File: src/rtl/add_num_result_writer_if.sv
// Bus bundle between the add-two-numbers read stage, the result writer and
// the CCI-P c1 TX/RX channel.
//
// Handshakes:
//   line_valid/line_ready : a line is consumed on the clock edge where both
//                           are high. The upstream holds line_valid,
//                           line_data and wr_addr stable until that edge.
//   c1_req_valid          : one-cycle write request. It is only raised while
//                           c1_alm_full was low at the issuing edge.
//                           There is no ready signal, because the almost-full
//                           flag is the flow control.
//   c1_rsp_valid          : one-cycle write acknowledge. It is meaningful only
//                           while a request is outstanding.
interface add_num_result_writer_if #(
  parameter int DATA_WIDTH = 512,
  parameter int ADDR_WIDTH = 42
);
  logic                  line_valid;
  logic [DATA_WIDTH-1:0] line_data;
  logic                  line_ready;
  logic [ADDR_WIDTH-1:0] wr_addr;
  logic                  c1_alm_full;
  logic                  c1_req_valid;
  logic [ADDR_WIDTH-1:0] c1_req_addr;
  logic                  c1_req_sop;
  logic [DATA_WIDTH-1:0] c1_req_data;
  logic                  c1_rsp_valid;

  // Writer side: consumes lines, issues c1 writes.
  modport master (
    input  line_valid, line_data, wr_addr, c1_alm_full, c1_rsp_valid,
    output line_ready, c1_req_valid, c1_req_addr, c1_req_sop, c1_req_data
  );

  // Environment side: read stage plus CCI-P channel.
  modport slave (
    output line_valid, line_data, wr_addr, c1_alm_full, c1_rsp_valid,
    input  line_ready, c1_req_valid, c1_req_addr, c1_req_sop, c1_req_data
  );
endinterface

File: src/rtl/add_num_result_writer.sv
// Result writer for the add-two-numbers AFU.
// This block takes an operand line, adds operands A and B, and writes the
// sum as a single-beat c1 line write. It then waits for the write ack,
// and reports completion or a sticky timeout.
module add_num_result_writer #(
  parameter int DATA_WIDTH     = 512,
  parameter int ADDR_WIDTH     = 42,
  parameter int OPERAND_WIDTH  = 8,
  parameter int A_LSB          = 8,
  parameter int B_LSB          = 16,
  parameter int TIMEOUT_CYCLES = 1024
) (
  input  logic        clk,
  input  logic        reset_n,
  add_num_result_writer_if.master bus,
  output logic        busy,
  output logic        done_pulse,
  output logic [15:0] done_count,
  output logic        err_timeout,
  output logic [2:0]  state_dbg
);

  localparam int CNT_W = (TIMEOUT_CYCLES > 2) ? $clog2(TIMEOUT_CYCLES) : 1;
  localparam logic [CNT_W-1:0] CNT_LAST = CNT_W'(TIMEOUT_CYCLES - 1);

  typedef enum logic [2:0] {
    IDLE     = 3'd0,
    COMPUTE  = 3'd1,
    REQ      = 3'd2,
    WAIT_RSP = 3'd3,
    DONE     = 3'd4
  } state_e;

  state_e state, state_next;

  logic [OPERAND_WIDTH-1:0] a_q, b_q;
  logic [ADDR_WIDTH-1:0]    dest_q;
  logic [CNT_W-1:0]         wait_cnt;
  logic [OPERAND_WIDTH:0]   sum;

  // FSM strobes produced by the next-state logic
  logic accept, load_req, issue, finish, expire;

  assign sum            = {1'b0, a_q} + {1'b0, b_q};
  assign bus.line_ready = (state == IDLE);
  assign state_dbg      = state;

  // State register
  always_ff @(posedge clk or negedge reset_n) begin
    if (!reset_n) state <= IDLE;
    else          state <= state_next;
  end

  // Next-state and per-state strobes
  always_comb begin
    state_next = state;
    accept     = 1'b0;
    load_req   = 1'b0;
    issue      = 1'b0;
    finish     = 1'b0;
    expire     = 1'b0;
    case (state)
      IDLE: begin
        if (bus.line_valid) begin
          accept     = 1'b1;
          state_next = COMPUTE;
        end
      end
      COMPUTE: begin
        load_req   = 1'b1;
        state_next = REQ;
      end
      REQ: begin
        if (!bus.c1_alm_full) begin
          issue      = 1'b1;
          state_next = WAIT_RSP;
        end
      end
      WAIT_RSP: begin
        // A response in the expiry cycle still counts as success.
        if (bus.c1_rsp_valid) begin
          finish     = 1'b1;
          state_next = DONE;
        end else if (wait_cnt == CNT_LAST) begin
          expire     = 1'b1;
          state_next = IDLE;
        end
      end
      DONE: begin
        state_next = IDLE;
      end
      default: begin
        state_next = IDLE;
      end
    endcase
  end

  // Capture operands and destination when a line is accepted
  always_ff @(posedge clk or negedge reset_n) begin
    if (!reset_n) begin
      a_q    <= '0;
      b_q    <= '0;
      dest_q <= '0;
    end else if (accept) begin
      a_q    <= bus.line_data[A_LSB +: OPERAND_WIDTH];
      b_q    <= bus.line_data[B_LSB +: OPERAND_WIDTH];
      dest_q <= bus.wr_addr;
    end
  end

  // Write request: payload loaded in COMPUTE and held until the next load.
  // The valid/sop signals are one-cycle strobes.
  always_ff @(posedge clk or negedge reset_n) begin
    if (!reset_n) begin
      bus.c1_req_valid <= 1'b0;
      bus.c1_req_sop   <= 1'b0;
      bus.c1_req_addr  <= '0;
      bus.c1_req_data  <= '0;
    end else begin
      bus.c1_req_valid <= issue;
      bus.c1_req_sop   <= issue;
      if (load_req) begin
        bus.c1_req_addr <= dest_q;
        bus.c1_req_data <= DATA_WIDTH'(sum);
      end
    end
  end

  // Response wait counter, restarted every time WAIT_RSP is entered
  always_ff @(posedge clk or negedge reset_n) begin
    if (!reset_n)                wait_cnt <= '0;
    else if (state != WAIT_RSP)  wait_cnt <= '0;
    else                         wait_cnt <= wait_cnt + 1'b1;
  end

  // Status outputs: busy, completion strobe, wrapping count, sticky timeout
  always_ff @(posedge clk or negedge reset_n) begin
    if (!reset_n) begin
      busy        <= 1'b0;
      done_pulse  <= 1'b0;
      done_count  <= '0;
      err_timeout <= 1'b0;
    end else begin
      busy       <= (state_next != IDLE);
      done_pulse <= finish;
      if (finish) done_count  <= done_count + 16'd1;
      if (expire) err_timeout <= 1'b1;
    end
  end

endmodule

File: src/flat_wrapper.sv
// flat-port wrapper written by rule: the top's interface ports become plain ports
module add_num_result_writer_flat 
#(
  parameter int DATA_WIDTH     = 512,
  parameter int ADDR_WIDTH     = 42,
  parameter int OPERAND_WIDTH  = 8,
  parameter int A_LSB          = 8,
  parameter int B_LSB          = 16,
  parameter int TIMEOUT_CYCLES = 1024
)
  (clk, reset_n, busy, done_pulse, done_count, err_timeout, state_dbg, bus_line_valid, bus_line_data, bus_wr_addr, bus_c1_alm_full, bus_c1_rsp_valid, bus_line_ready, bus_c1_req_valid, bus_c1_req_addr, bus_c1_req_sop, bus_c1_req_data);
  add_num_result_writer_if #(.DATA_WIDTH(DATA_WIDTH), .ADDR_WIDTH(ADDR_WIDTH)) bus_i ();
  input  logic clk;
  input  logic reset_n;
  output logic busy;
  output logic done_pulse;
  output logic [15:0] done_count;
  output logic err_timeout;
  output logic [2:0] state_dbg;
  input wire logic [$bits(bus_i.line_valid)-1:0] bus_line_valid;
  input wire logic [$bits(bus_i.line_data)-1:0] bus_line_data;
  input wire logic [$bits(bus_i.wr_addr)-1:0] bus_wr_addr;
  input wire logic [$bits(bus_i.c1_alm_full)-1:0] bus_c1_alm_full;
  input wire logic [$bits(bus_i.c1_rsp_valid)-1:0] bus_c1_rsp_valid;
  output wire logic [$bits(bus_i.line_ready)-1:0] bus_line_ready;
  output wire logic [$bits(bus_i.c1_req_valid)-1:0] bus_c1_req_valid;
  output wire logic [$bits(bus_i.c1_req_addr)-1:0] bus_c1_req_addr;
  output wire logic [$bits(bus_i.c1_req_sop)-1:0] bus_c1_req_sop;
  output wire logic [$bits(bus_i.c1_req_data)-1:0] bus_c1_req_data;
  assign bus_i.line_valid = bus_line_valid;
  assign bus_i.line_data = bus_line_data;
  assign bus_i.wr_addr = bus_wr_addr;
  assign bus_i.c1_alm_full = bus_c1_alm_full;
  assign bus_i.c1_rsp_valid = bus_c1_rsp_valid;
  assign bus_line_ready = bus_i.line_ready;
  assign bus_c1_req_valid = bus_i.c1_req_valid;
  assign bus_c1_req_addr = bus_i.c1_req_addr;
  assign bus_c1_req_sop = bus_i.c1_req_sop;
  assign bus_c1_req_data = bus_i.c1_req_data;
  add_num_result_writer #(.DATA_WIDTH(DATA_WIDTH), .ADDR_WIDTH(ADDR_WIDTH), .OPERAND_WIDTH(OPERAND_WIDTH), .A_LSB(A_LSB), .B_LSB(B_LSB), .TIMEOUT_CYCLES(TIMEOUT_CYCLES)) u_core (.clk(clk), .reset_n(reset_n), .bus(bus_i), .busy(busy), .done_pulse(done_pulse), .done_count(done_count), .err_timeout(err_timeout), .state_dbg(state_dbg));
endmodule
File: config.mk
export PLATFORM = sky130hd
export DESIGN_NAME = add_num_result_writer_flat
export DESIGN_NICKNAME = d
export VERILOG_FILES = /design/src/rtl/add_num_result_writer_if.sv /design/src/rtl/add_num_result_writer.sv /design/src/flat_wrapper.sv
export SDC_FILE = /design/constraint.sdc
export NUM_CORES = 1
export LEC_CHECK = 0
export BUFFER_PORTS_ARGS = -buffer_cell sky130_fd_sc_hd__buf_4
export CAP_MARGIN = 20
export CORE_AREA = 2 2 437 439
export DETAILED_ROUTE_END_ITERATION = 8
export DIE_AREA = 0 0 439 441
export SYNTH_ARGS = -nofsm -noshare
export SYNTH_HDL_FRONTEND = slang
export SYNTH_SLANG_ARGS = --single-unit
File: constraint.sdc
create_clock -name clk -period 2 [get_ports clk]
set_input_delay 0.4 -clock clk [delete_from_list [all_inputs] [get_ports clk]]
set_output_delay 0.4 -clock clk [all_outputs]
set_load 0.1 [all_outputs]
==> flow_summary_export.csv <==
group,metric,value,unit
timing,fmax,511,MHz
grt,grt_overflow,0,
synth,ys_types,44,
timing,min_period_over_period,97.9,%
clock_network,cts_tree,"built",
timing,fin_crit,1960,ps
placed_design,port_buffers,138,
pwr,clockPowerShare,15.4,%
synth,ys_seq_area_share,36.8,%
grt,grt_pass1_wl,39600,microns
synth,syn_inst,1021,
setup_path,startpoint,"u_core.a_q[0]",
pwr,power_frac_seq,22.5,%
drt,ant_nets,0,
drt,drt_drc_violations_left,0,
floorplanning,rows,160,
drt,finalWirelength,32400,microns
drt,first_iter_violations,284,
timing,slew_viol_final,0,
cells_and_area,final_layout_size_suffix_gt1_share,23.0,%
floorplanning,coreArea,0.189,sq mm
cells_and_area,final_nets,1748,
clock_network,htree_levels,4,
synth,syn_area,0.00965,sq mm
pwr,p_sw,13.4,mW
timing,finClkSkew,14.7,ps
floorplanning,die_h,441,microns
floorplanning,die-area,0.194,sq mm
timing,finalSetupTns,0,ps
synth,ys.flop_type,"dfrtp_1",
floorplanning,fp.dieW,439,microns
timing,worst_slack,43.0,ps
pwr,p_sw_share,61.6,%
grt,track_usage,3.12,%
timing,rsz0062_at_grt,"yes",
clock_network,clk_latency,480,ps
synth,synth_common_cells,"buf_4, nand2_1, dfrtp_1, mux2_2, nor2_1",
synth,async_reset_ff_share,100,%
clock_network,clock-root-buffer,"clkbuf_16",
clock_network,cts_buffer_depth,2,
synth,synth_edf_count,0,
clock_network,clk_pin_slew,70,ps
drt,vias_per_cell,1.52,
timing,finalSetupViolCount,0,
pwr,peakVddDrop,0.00129,V
setup_path,critPathArrivalTime,2310,ps
setup_path,critPathKind,"reg2reg",
drt,first_pass_iters,4,
clock_network,tritoncts.num_buffers,17,
floorplanning,num_io_pins,1138,
placed_design,place_ws,13.2,ps
synth,yosysTopAreaCellShare,39.4,%
run,cap_viol_max_count,0,
setup_path,cp-start-kind,"flop",
setup_path,crit_path_max_fanout,3,
pwr,p_leak,5.57,nW
run_status,status,"completed",
grt,grt_max_degree,51,
grt,grt_pass1_vias,4673,
synth,ys_warn_count,0,
timing,final-hold-violation-count,0,
synth,synth_area_leaders,"buf_4, dfrtp_1, mux2_2, nand2_1, xnor2_1",
grt,grt_antenna_before_repair,22,
drt,vias,5645,
pwr,power_density,1690,mW/mm^2
pwr,internal-power,8.32,mW
synth,synth.most_common_cell,"buf_4",
setup_path,required,2360,ps
min_path,hp-start,"bus_c1_alm_full",
placed_design,globalplace.congestion,0.671,
clock_network,cts_sinks,142,
synth,yosysTopAreaCell,"buf_4",
setup_path,r2r_start,"u_core.a_q[0]",
drt,wl_per_cell,8.76,microns
floorplanning,start_util,5.10,%
setup_path,worstSetupEndpointType,"flop",
min_path,hp-class,"in2reg",
cells_and_area,syn_to_final_growth,32.7,%
placed_design,hpwlAfterDp,27500,microns
timing,hold_slack,93.0,ps
pwr,comb_power_share,62.1,%
synth,postSynthAreaPerCell,9.45,sq um
synth,synth_seq_cells,142,
kinds of logic after synthesis:
family                   Yosys count  share of synthesized area (%)
AO/OA/AOI/OAI                     31                           2.23
XOR/XNOR                          24                           2.18
adder cells (fa/ha/maj)           11                           1.50
buffers and inverters            540                           40.8
flip-flops                       142                           36.8
multiplexers                      59                           6.85
other                              1                         0.0389
AND/OR/NAND/NOR                  213                           9.56
final cells by class:
type / count / area (sq um)
fillers: 22200 / 176000
multi-input cells: 841 / 4130
flip-flops and latches: 142 / 3570
well taps: 2511 / 3140
repair buffers: 162 / 1320
clock buffers: 17 / 425
clock inverters: 14 / 154
inverters: 14 / 52.6
diodes: 3 / 7.51
repair_timing:
item,CTS,global route
endpoints found under the setup margin,2,22
gates cloned,0,1
gates resized for setup,4,8
hold buffers,1,0
endpoints found under the hold margin,21,0
setup buffers,0,2
pin swaps,0,5
power groups by stage:
stage	clock network (mW)	logic, mW	registers (mW)
final	3.33	13.5	4.88
after global routing	3.62	14.1	5.03
after CTS	3.50	13.6	4.86
after detailed placement	0	13.5	4.91
after global placement	0	13.4	4.86
after floorplan	0	7.56	8.61
metal layers:
metal	up-vias	global-route usage, %	share of wire (%)
li1	2558	-	-
met1	2795	2.50	28
met2	225	6.76	65
met3	61	1.02	4.2
met4	6	1.06	2.1
met5	-	0	0.11
per-stage QoR:
stage / total power, mW / cell area, sq um / instances / util [%]
after floorplan: 16.2 / 11600 / 1523 / -
after CTS: 22.0 / 12700 / 3698 / 6.72
after global placement: 18.3 / 12100 / 3666 / 6.40
final: 21.7 / 12800 / 3704 / 6.77
after detailed placement: 18.4 / 12100 / 3666 / 6.40
after global routing: 22.7 / 12800 / 3702 / 6.76
cells in the final DEF (no fill, tap or decap), types with 5 or more instances in the layout:
master	Yosys	routed
inv_1	14	13
nor2_1	19	19
ha_1	10	8
nand4_1	6	6
inv_6	0	5
xnor2_1	16	16
o21ai_0	10	9
conb_1	1	503
buf_12	0	6
nor3_1	6	5
dfrtp_1	142	131
nand3_1	12	12
mux2_2	56	54
buf_4	506	153
clkbuf_16	0	18
xor2_1	8	8
dfrtp_2	0	9
nand2_1	145	145
path summary, 6_finish.rpt:
path / endpoint / cells after the start / slack [ps]
setup reg to reg: u_core.bus.c1_req_data[8] / 8 / 40
max in group asynchronous: u_core.bus.c1_req_data[0] / 3 / 970
hold / removal: u_core.bus.c1_req_valid / 2 / 90
hold reg to reg: u_core.bus.c1_req_addr[13] / 2 / 450
min in group asynchronous: u_core.done_count[12] / 2 / 340
setup / recovery: u_core.bus.c1_req_data[8] / 8 / 40
flip-flops by register name, indices dropped and copies added, names as in the netlist, 3 cells and up:
| name | count |
|---|---|
| u_core.a_q | 8 |
| u_core.b_q | 8 |
| u_core.bus.c1_req_addr | 42 |
| u_core.bus.c1_req_data | 9 |
| u_core.dest_q | 42 |
| u_core.done_count | 16 |
| u_core.state_dbg | 3 |
| u_core.wait_cnt | 10 |
critical path: stages (launching register included):
cell and delay (ps):
dfrtp_1 420, ha_4 190, inv_2 60, fa_2 210, nor2b_2 50, o31a_1 320, o41ai_4 340, buf_4 210
a21oi_2 50
Power figures use the tool's default switching activity.
